**config.mk**
```make
export PLATFORM = sky130hd
export DESIGN_NAME = pc_seq_unit_flat
export DESIGN_NICKNAME = d
export VERILOG_FILES = /design/src/rtl/pc_seq_pkg.sv /design/src/rtl/pc_seq_unit_if.sv /design/src/rtl/pc_seq_ras.sv /design/src/rtl/pc_seq_unit.sv /design/src/flat_wrapper.sv
export SDC_FILE = /design/constraint.sdc
export NUM_CORES = 1
export LEC_CHECK = 0
export ABC_CLOCK_PERIOD_IN_PS = 4900
export CAP_MARGIN = 20
export CORE_UTILIZATION = 40
export CTS_CLUSTER_SIZE = 40
export DETAILED_ROUTE_END_ITERATION = 10
export GPL_ROUTABILITY_DRIVEN = 0
export HOLD_SLACK_MARGIN = 0.12
export PLACE_DENSITY = 0.74
export SLEW_MARGIN = 40
export SYNTH_ARGS = -nofsm -noshare
export SYNTH_HDL_FRONTEND = slang
export SYNTH_SLANG_ARGS = --single-unit
```
**constraint.sdc**
```tcl
create_clock -name clk -period 4.9 [get_ports clk]
set_input_delay 1.47 -clock clk [delete_from_list [all_inputs] [get_ports clk]]
set_output_delay 1.47 -clock clk [all_outputs]
set_load 0.01 [all_outputs]
```
**src/rtl/pc_seq_pkg.sv**
```systemverilog
// Shared types for the fetch PC sequencer: run/halt state, next-PC source
// select and the INC alignment mask helper.
package pc_seq_pkg;

  typedef enum logic {
    RUN,
    HALT
  } state_e;

  typedef enum logic [2:0] {
    SEL_HOLD,
    SEL_INC,
    SEL_BR,
    SEL_JR,
    SEL_EXC,
    SEL_RTI
  } sel_e;

  // Clears the address bits below log2(inc); callers truncate to their width.
  function automatic logic [63:0] align_mask(input int unsigned inc);
    return ~(64'(inc) - 64'd1);
  endfunction

endpackage

```
**src/rtl/pc_seq_unit_if.sv**
```systemverilog
// Redirect/control inputs and PC outputs of the fetch PC sequencer.
// master = decode/execute redirect side, slave = pc_seq_unit.
interface pc_seq_unit_if #(
  parameter int unsigned AW = 16
);
  logic          stall;
  logic          br_valid;
  logic [AW-1:0] br_off;
  logic          jr_valid;
  logic [AW-1:0] rs;
  logic [AW-1:0] imm;
  logic          siic;
  logic          rti;
  logic          halt;
  logic          call;
  logic          ret;

  logic [AW-1:0] pc;
  logic [AW-1:0] pc_next;
  logic [AW-1:0] pc_inc;
  logic [AW-1:0] epc;
  logic          halted;
  logic          exc_active;
  logic [AW-1:0] ras_top;
  logic          ras_valid;

  modport master (
    output stall, br_valid, br_off, jr_valid, rs, imm, siic, rti, halt, call, ret,
    input  pc, pc_next, pc_inc, epc, halted, exc_active, ras_top, ras_valid
  );

  modport slave (
    input  stall, br_valid, br_off, jr_valid, rs, imm, siic, rti, halt, call, ret,
    output pc, pc_next, pc_inc, epc, halted, exc_active, ras_top, ras_valid
  );
endinterface

```
**src/rtl/pc_seq_ras.sv**
```systemverilog
// Circular return-address stack: pushes overwrite the oldest entry when full,
// pops on empty are ignored, push+pop together replaces the top entry.
module pc_seq_ras #(
  parameter int unsigned AW    = 16,
  parameter int unsigned DEPTH = 4
) (
  input  logic          clk,
  input  logic          rst,
  input  logic          push,
  input  logic          pop,
  input  logic [AW-1:0] data,
  output logic [AW-1:0] top,
  output logic          valid
);
  localparam int unsigned PW = (DEPTH > 1) ? $clog2(DEPTH) : 1;
  localparam int unsigned CW = $clog2(DEPTH + 1);

  logic [AW-1:0] mem [DEPTH];
  logic [PW-1:0] ptr;
  logic [CW-1:0] count;
  logic [PW-1:0] ptr_up;
  logic [PW-1:0] ptr_dn;

  // Explicit wrap so non-power-of-two depths stay circular.
  assign ptr_up = (ptr == PW'(DEPTH - 1)) ? '0 : ptr + 1'b1;
  assign ptr_dn = (ptr == '0) ? PW'(DEPTH - 1) : ptr - 1'b1;

  always_ff @(posedge clk or negedge rst) begin
    if (!rst) begin
      ptr   <= '0;
      count <= '0;
      for (int unsigned i = 0; i < DEPTH; i++) mem[i] <= '0;
    end else if (push && pop && count != '0) begin
      mem[ptr] <= data;
    end else if (push) begin
      ptr        <= ptr_up;
      mem[ptr_up] <= data;
      if (count != CW'(DEPTH)) count <= count + 1'b1;
    end else if (pop && count != '0) begin
      ptr   <= ptr_dn;
      count <= count - 1'b1;
    end
  end

  assign valid = (count != '0);
  assign top   = valid ? mem[ptr] : '0;

endmodule

```
**src/rtl/pc_seq_unit.sv**
```systemverilog
// Fetch PC sequencer with branch/jump/exception/rti redirect, stall and sticky halt.
// Optional return-address stack enabled by defining PC_RAS_EN.
module pc_seq_unit
  import pc_seq_pkg::*;
#(
  parameter int unsigned AW        = 16,
  parameter int unsigned INC       = 2,
  parameter int unsigned RESET_PC  = 0,
  parameter int unsigned EXC_VEC   = 2,
  parameter int unsigned RAS_DEPTH = 4
) (
  input  logic           clk,
  input  logic           rst,
  pc_seq_unit_if.slave   bus
);
  localparam logic [AW-1:0] MASK  = AW'(align_mask(INC));
  localparam logic [AW-1:0] INC_W = AW'(INC);

  state_e        state;
  sel_e          sel;
  logic [AW-1:0] pc;
  logic [AW-1:0] epc;
  logic [AW-1:0] pc_inc;
  logic [AW-1:0] pc_next;
  logic          halted;
  logic          exc_active;

  assign pc_inc = pc + INC_W;

  // Priority: exception, halt, rti, jump (stallable), branch, stall, increment.
  always_comb begin
    sel = SEL_INC;
    if (state == HALT)                sel = SEL_HOLD;
    else if (bus.siic && !exc_active) sel = SEL_EXC;
    else if (bus.halt)                sel = SEL_HOLD;
    else if (bus.rti && exc_active)   sel = SEL_RTI;
    else if (bus.jr_valid)            sel = bus.stall ? SEL_HOLD : SEL_JR;
    else if (bus.br_valid)            sel = SEL_BR;
    else if (bus.stall)               sel = SEL_HOLD;
  end

  always_comb begin
    case (sel)
      SEL_HOLD: pc_next = pc;
      SEL_INC:  pc_next = pc_inc;
      SEL_BR:   pc_next = (pc + bus.br_off) & MASK;
      SEL_JR:   pc_next = (bus.rs + bus.imm) & MASK;
      SEL_EXC:  pc_next = AW'(EXC_VEC) & MASK;
      SEL_RTI:  pc_next = epc & MASK;
      default:  pc_next = pc;
    endcase
  end

  always_ff @(posedge clk or negedge rst) begin
    if (!rst) begin
      state      <= RUN;
      pc         <= AW'(RESET_PC);
      epc        <= '0;
      halted     <= 1'b0;
      exc_active <= 1'b0;
    end else begin
      pc <= pc_next;
      if (state == RUN) begin
        if (bus.siic && !exc_active) begin
          epc        <= pc_inc;
          exc_active <= 1'b1;
        end else if (bus.halt) begin
          state  <= HALT;
          halted <= 1'b1;
        end else if (bus.rti && exc_active) begin
          exc_active <= 1'b0;
        end
      end
    end
  end

  assign bus.pc         = pc;
  assign bus.pc_next    = pc_next;
  assign bus.pc_inc     = pc_inc;
  assign bus.epc        = epc;
  assign bus.halted     = halted;
  assign bus.exc_active = exc_active;

`ifdef PC_RAS_EN
  logic advance;
  assign advance = (sel != SEL_HOLD);

  pc_seq_ras #(
    .AW    (AW),
    .DEPTH (RAS_DEPTH)
  ) u_ras (
    .clk   (clk),
    .rst   (rst),
    .push  (bus.call && advance),
    .pop   (bus.ret && advance),
    .data  (pc_inc),
    .top   (bus.ras_top),
    .valid (bus.ras_valid)
  );
`else
  logic unused_ras;
  assign unused_ras    = bus.call ^ bus.ret;
  assign bus.ras_top   = '0;
  assign bus.ras_valid = 1'b0;
`endif

endmodule

```
**src/flat_wrapper.sv**
```systemverilog
// flat-port wrapper written by rule: the top's interface ports become plain ports
module pc_seq_unit_flat import pc_seq_pkg::*;
#(
  parameter int unsigned AW        = 16,
  parameter int unsigned INC       = 2,
  parameter int unsigned RESET_PC  = 0,
  parameter int unsigned EXC_VEC   = 2,
  parameter int unsigned RAS_DEPTH = 4
)
  (clk, rst, bus_stall, bus_br_valid, bus_br_off, bus_jr_valid, bus_rs, bus_imm, bus_siic, bus_rti, bus_halt, bus_call, bus_ret, bus_pc, bus_pc_next, bus_pc_inc, bus_epc, bus_halted, bus_exc_active, bus_ras_top, bus_ras_valid);
  pc_seq_unit_if #(.AW(AW)) bus_i ();
  input  logic clk;
  input  logic rst;
  input wire logic [$bits(bus_i.stall)-1:0] bus_stall;
  input wire logic [$bits(bus_i.br_valid)-1:0] bus_br_valid;
  input wire logic [$bits(bus_i.br_off)-1:0] bus_br_off;
  input wire logic [$bits(bus_i.jr_valid)-1:0] bus_jr_valid;
  input wire logic [$bits(bus_i.rs)-1:0] bus_rs;
  input wire logic [$bits(bus_i.imm)-1:0] bus_imm;
  input wire logic [$bits(bus_i.siic)-1:0] bus_siic;
  input wire logic [$bits(bus_i.rti)-1:0] bus_rti;
  input wire logic [$bits(bus_i.halt)-1:0] bus_halt;
  input wire logic [$bits(bus_i.call)-1:0] bus_call;
  input wire logic [$bits(bus_i.ret)-1:0] bus_ret;
  output wire logic [$bits(bus_i.pc)-1:0] bus_pc;
  output wire logic [$bits(bus_i.pc_next)-1:0] bus_pc_next;
  output wire logic [$bits(bus_i.pc_inc)-1:0] bus_pc_inc;
  output wire logic [$bits(bus_i.epc)-1:0] bus_epc;
  output wire logic [$bits(bus_i.halted)-1:0] bus_halted;
  output wire logic [$bits(bus_i.exc_active)-1:0] bus_exc_active;
  output wire logic [$bits(bus_i.ras_top)-1:0] bus_ras_top;
  output wire logic [$bits(bus_i.ras_valid)-1:0] bus_ras_valid;
  assign bus_i.stall = bus_stall;
  assign bus_i.br_valid = bus_br_valid;
  assign bus_i.br_off = bus_br_off;
  assign bus_i.jr_valid = bus_jr_valid;
  assign bus_i.rs = bus_rs;
  assign bus_i.imm = bus_imm;
  assign bus_i.siic = bus_siic;
  assign bus_i.rti = bus_rti;
  assign bus_i.halt = bus_halt;
  assign bus_i.call = bus_call;
  assign bus_i.ret = bus_ret;
  assign bus_pc = bus_i.pc;
  assign bus_pc_next = bus_i.pc_next;
  assign bus_pc_inc = bus_i.pc_inc;
  assign bus_epc = bus_i.epc;
  assign bus_halted = bus_i.halted;
  assign bus_exc_active = bus_i.exc_active;
  assign bus_ras_top = bus_i.ras_top;
  assign bus_ras_valid = bus_i.ras_valid;
  pc_seq_unit #(.AW(AW), .INC(INC), .RESET_PC(RESET_PC), .EXC_VEC(EXC_VEC), .RAS_DEPTH(RAS_DEPTH)) u_core (.clk(clk), .rst(rst), .bus(bus_i));
endmodule
```
==> impl_results.md <==
* Fin. Hold Viols at 0
* Post-synth top area cell: dfrtp_1
* Initial Util at 41.2%
* Count of cell types in the netlist at 56
* FF+latch count, synth at 35
* Synth top area share at 26.0%
* Status: finished with violations
* First-pass iteration count of the detailed router at 5
* Maximum vdd drop at 0.000153 V
* Critical path's most frequent cell: buf_6
* CTS Hold Buffers Added at 0
* TritonCTS buffer count at 5
* Via count at 4,405
* Fill count at 499
* Chip width at 93.8 um
* Area Growth Syn to Fin at 94.2%
* Top area cells in the synthesized netlist: dfrtp_1 26%, ha_1 11%, xnor2_1 5.2%, a21oi_1 4.6%, buf_4 4.0%
* Routed wire length at 14,500 um
* DR vias/cell at 5.71
* Slew HR at 64.4%
* Crit end category: output pin
* Final period util at 105%
* Async S/R FF share, synth at 100%
* Total GRT Usage at 30.7%
* Pins Over Slew Limit at 0
* Yosys warnings at 0
* Maximum fanout along the worst path at 3
* Syn_area_per_cell at 8.66 um^2
* Drt drc at 0
* Fmax at 195 MHz
* Root buffer cell: clkbuf_8
* Critical Path Source Type: primary input
* CORE AREA at 8180 um^2
* Largest net degree at the start of global routing at 36
* Leakage at 0.00306 uW
* Port Buffers at 121
* Reg clk slew, reported paths at 0.07 ns
* PwrDens at 260 nW/um^2
* Post-Place Worst Slack at -1.01 ns
* Vias in the first global route at 4,354
* Die ar. at 8790 um^2
* DP Wirelength at 9030 um
* Worst skew pair latency at 0.29 ns
* CTS tree: yes
* Routed len/inst at 18.8 um
* Routed Antenna Nets at 0
* Setup WS post-layout at -0.238 ns
* Clk buf depth at 2
* Clk sinks at 35
* RSZ-0062 raised after global routing: yes
* Layout cells sized above 1 at 45.5%
* Share of the yosys chip area belonging to registers at 26.0%
* Tmin final at 5.14 ns
* Num ports at 141
* Final-stage net count at 754
* Worst path max stage delay at 0.25 ns
* Row count at 33
* Initial antenna violation count at 0
* Overflow after GRT at 0
* Fin cells at 771
* Global-route wire length before repair at 21,100 um
* Worst path slowest cell: clkdlybuf4s15_2
* Met2 WL at 7490 um
* Failing checks: negative setup slack
* Number of max-cap violations at 0
* Final setup violation count at 10
* Placed Cells at 707
* Most common cell in the netlist: dfrtp_1
* Worst path required time at 3.43 ns
* EDFF count, synth at 0
* CP arrival at 3.67 ns
* H-tree lvl count at 2
* Post-Syn Area at 3370 um^2
* Die Y at 93.8 um
* Iter 0 DRT Violations at 304
* DR top layer: met4
* Top_reg_cell synth: dfrtp_1
* Met3 wire length at 1090 um
* Ant diodes at 0
* Clock Skew at 0.00652 ns
* Tightest Hold Check Type: flop to flop
* Worst Tran Pin Value at 0.534 ns
* Synth cell count leaders: 35 x dfrtp_1, 31 x a21oi_1, 31 x nor2_1
* Post-Syn Instances at 389
* Worst path cell trace: buf_6 -> ha_4 -> buf_4 -> buf_6 -> buf_6 -> a21oi_4 -> a21oi_4 -> buf_6 -> nor3_4 -> o21bai_1 -> xnor2_1 -> o221ai_2 -> o21a_1 -> clkdlybuf4s15_2
* Crit path kind: primary input to output pin
* M1 wire length at 5380 um
path summary, 6_finish.rpt:
check	start	end	slack, ns	cells past startpoint
max in group asynchronous	rst	u_core.bus.pc[7]$_DFF_PN0_	2.96	2
max reg2reg	u_core.bus.pc[0]$_DFF_PN0_	u_core.bus.pc[4]$_DFF_PN0_	1.05	25
max	bus_br_off[2]	bus_pc_next[7]	-0.24	14
min reg2reg	u_core.bus.halted$_DFFE_PN0P_	u_core.bus.halted$_DFFE_PN0P_	0.47	1
min in group asynchronous	rst	u_core.bus.epc[1]$_DFFE_PN0P_	1.59	2
min	u_core.bus.halted$_DFFE_PN0P_	u_core.bus.halted$_DFFE_PN0P_	0.47	1
layout by cell type, fill, tap and decap left out, types with 5 or more instances in the layout:
| cell type | Yosys | layout |
|---|---|---|
| clkbuf_8 | 0 | 5 |
| xnor2_1 | 20 | 18 |
| ha_1 | 29 | 9 |
| a21o_1 | 8 | 8 |
| xor2_1 | 15 | 14 |
| mux2_2 | 11 | 11 |
| clkdlybuf4s15_1 | 0 | 9 |
| dlymetal6s2s_1 | 0 | 9 |
| nor2_1 | 31 | 28 |
| nand2_1 | 26 | 16 |
| clkbuf_2 | 0 | 9 |
| nand3_1 | 11 | 9 |
| dfrtp_1 | 35 | 35 |
| a221oi_1 | 9 | 6 |
| o21ai_2 | 0 | 6 |
| inv_1 | 15 | 12 |
| buf_4 | 18 | 141 |
| a21oi_1 | 31 | 13 |
| nand2b_1 | 8 | 6 |
| o21ai_0 | 25 | 12 |
| clkdlybuf4s50_1 | 0 | 69 |
| mux2i_1 | 6 | 5 |
| conb_1 | 1 | 17 |
| dlygate4sd2_1 | 0 | 5 |
| a21oi_2 | 0 | 14 |
| nand2_2 | 0 | 8 |
| buf_6 | 0 | 18 |
| buf_2 | 2 | 14 |
| ha_4 | 0 | 20 |
| o21ai_1 | 0 | 6 |
| o21a_1 | 11 | 11 |
layout make-up:
| cell class | count | area (um^2) | share of cell area [%] |
|---|---|---|---|
| tap | 105 | 131 | 2.01 |
| inverter | 15 | 56.3 | 0.861 |
| timing repair buffer | 278 | 2370 | 36.2 |
| clock buffer | 7 | 76.3 | 1.17 |
| multi-input combinational | 330 | 3030 | 46.3 |
| clock inverter | 1 | 5.00 | 0.0765 |
| sequential | 35 | 876 | 13.4 |
per-stage QoR:
step / hold WS [ns] / util [%] / total power, uW / TNS, ns / instance area (um^2)
after global routing: 0.486 / 80.0 / 1780 / -2.14 / 6540
final: 0.471 / 80.0 / 1700 / -1.42 / 6540
after CTS: 0.473 / 75.1 / 1560 / -1.01 / 6140
after detailed placement: 0.457 / 65.9 / 1190 / -10.79 / 5380
after floorplan: 0.512 / - / 755 / 0 / 3430
after global placement: 0.455 / 65.9 / 1170 / -10.20 / 5380
state kept, by name (all words and copies together) (netlist names):
register,cells
u_core.bus.halted,1
u_core.state,1
u_core.bus.pc,16
u_core.bus.epc,16
u_core.bus.exc_active,1
routing by layer:
metal / up-vias / track usage [%]
met4: 0 / 10.8
met3: 59 / 4.29
met2: 252 / 56.4
met1: 2128 / 36.0
met5: - / 0
li1: 1966 / -
critical path: cells and delay by family:
| kind | cells | cell delay [ns] |
|---|---|---|
| simple gates | 1 | 0.21 |
| buf+inv | 6 | 0.83 |
| fa+ha+maj | 1 | 0.21 |
| xor+xnor | 1 | 0.16 |
| compound gates | 5 | 0.80 |
power by group:
part / internal (uW) / total, uW / switching, uW
Combinational: 600 / 1100 / 500
Clock: 99.9 / 210 / 110
Sequential: 323 / 392 / 69.4
cell families (layout without fill, tap and decap cells):
| family | after synthesis | in the layout | synth area share [%] |
|---|---|---|---|
| compound gates | 125 | 125 | 25.6 |
| xor+xnor | 35 | 35 | 9.10 |
| fa+ha+maj | 31 | 31 | 12.0 |
| buf+inv | 40 | 301 | 6.54 |
| flops | 35 | 35 | 26.0 |
| mux | 17 | 17 | 5.46 |
| other cells | 1 | 17 | 0.111 |
| simple gates | 105 | 105 | 15.3 |
what timing repair did:
| action | 4_1_cts | 5_1_grt |
|---|---|---|
| gates resized for setup | 204 | 82 |
| endpoints found under the setup margin | 15 | 16 |
| pin swaps | 70 | 63 |
| buffers inserted | 36 | 23 |
(Power assumes the default switching activity.)
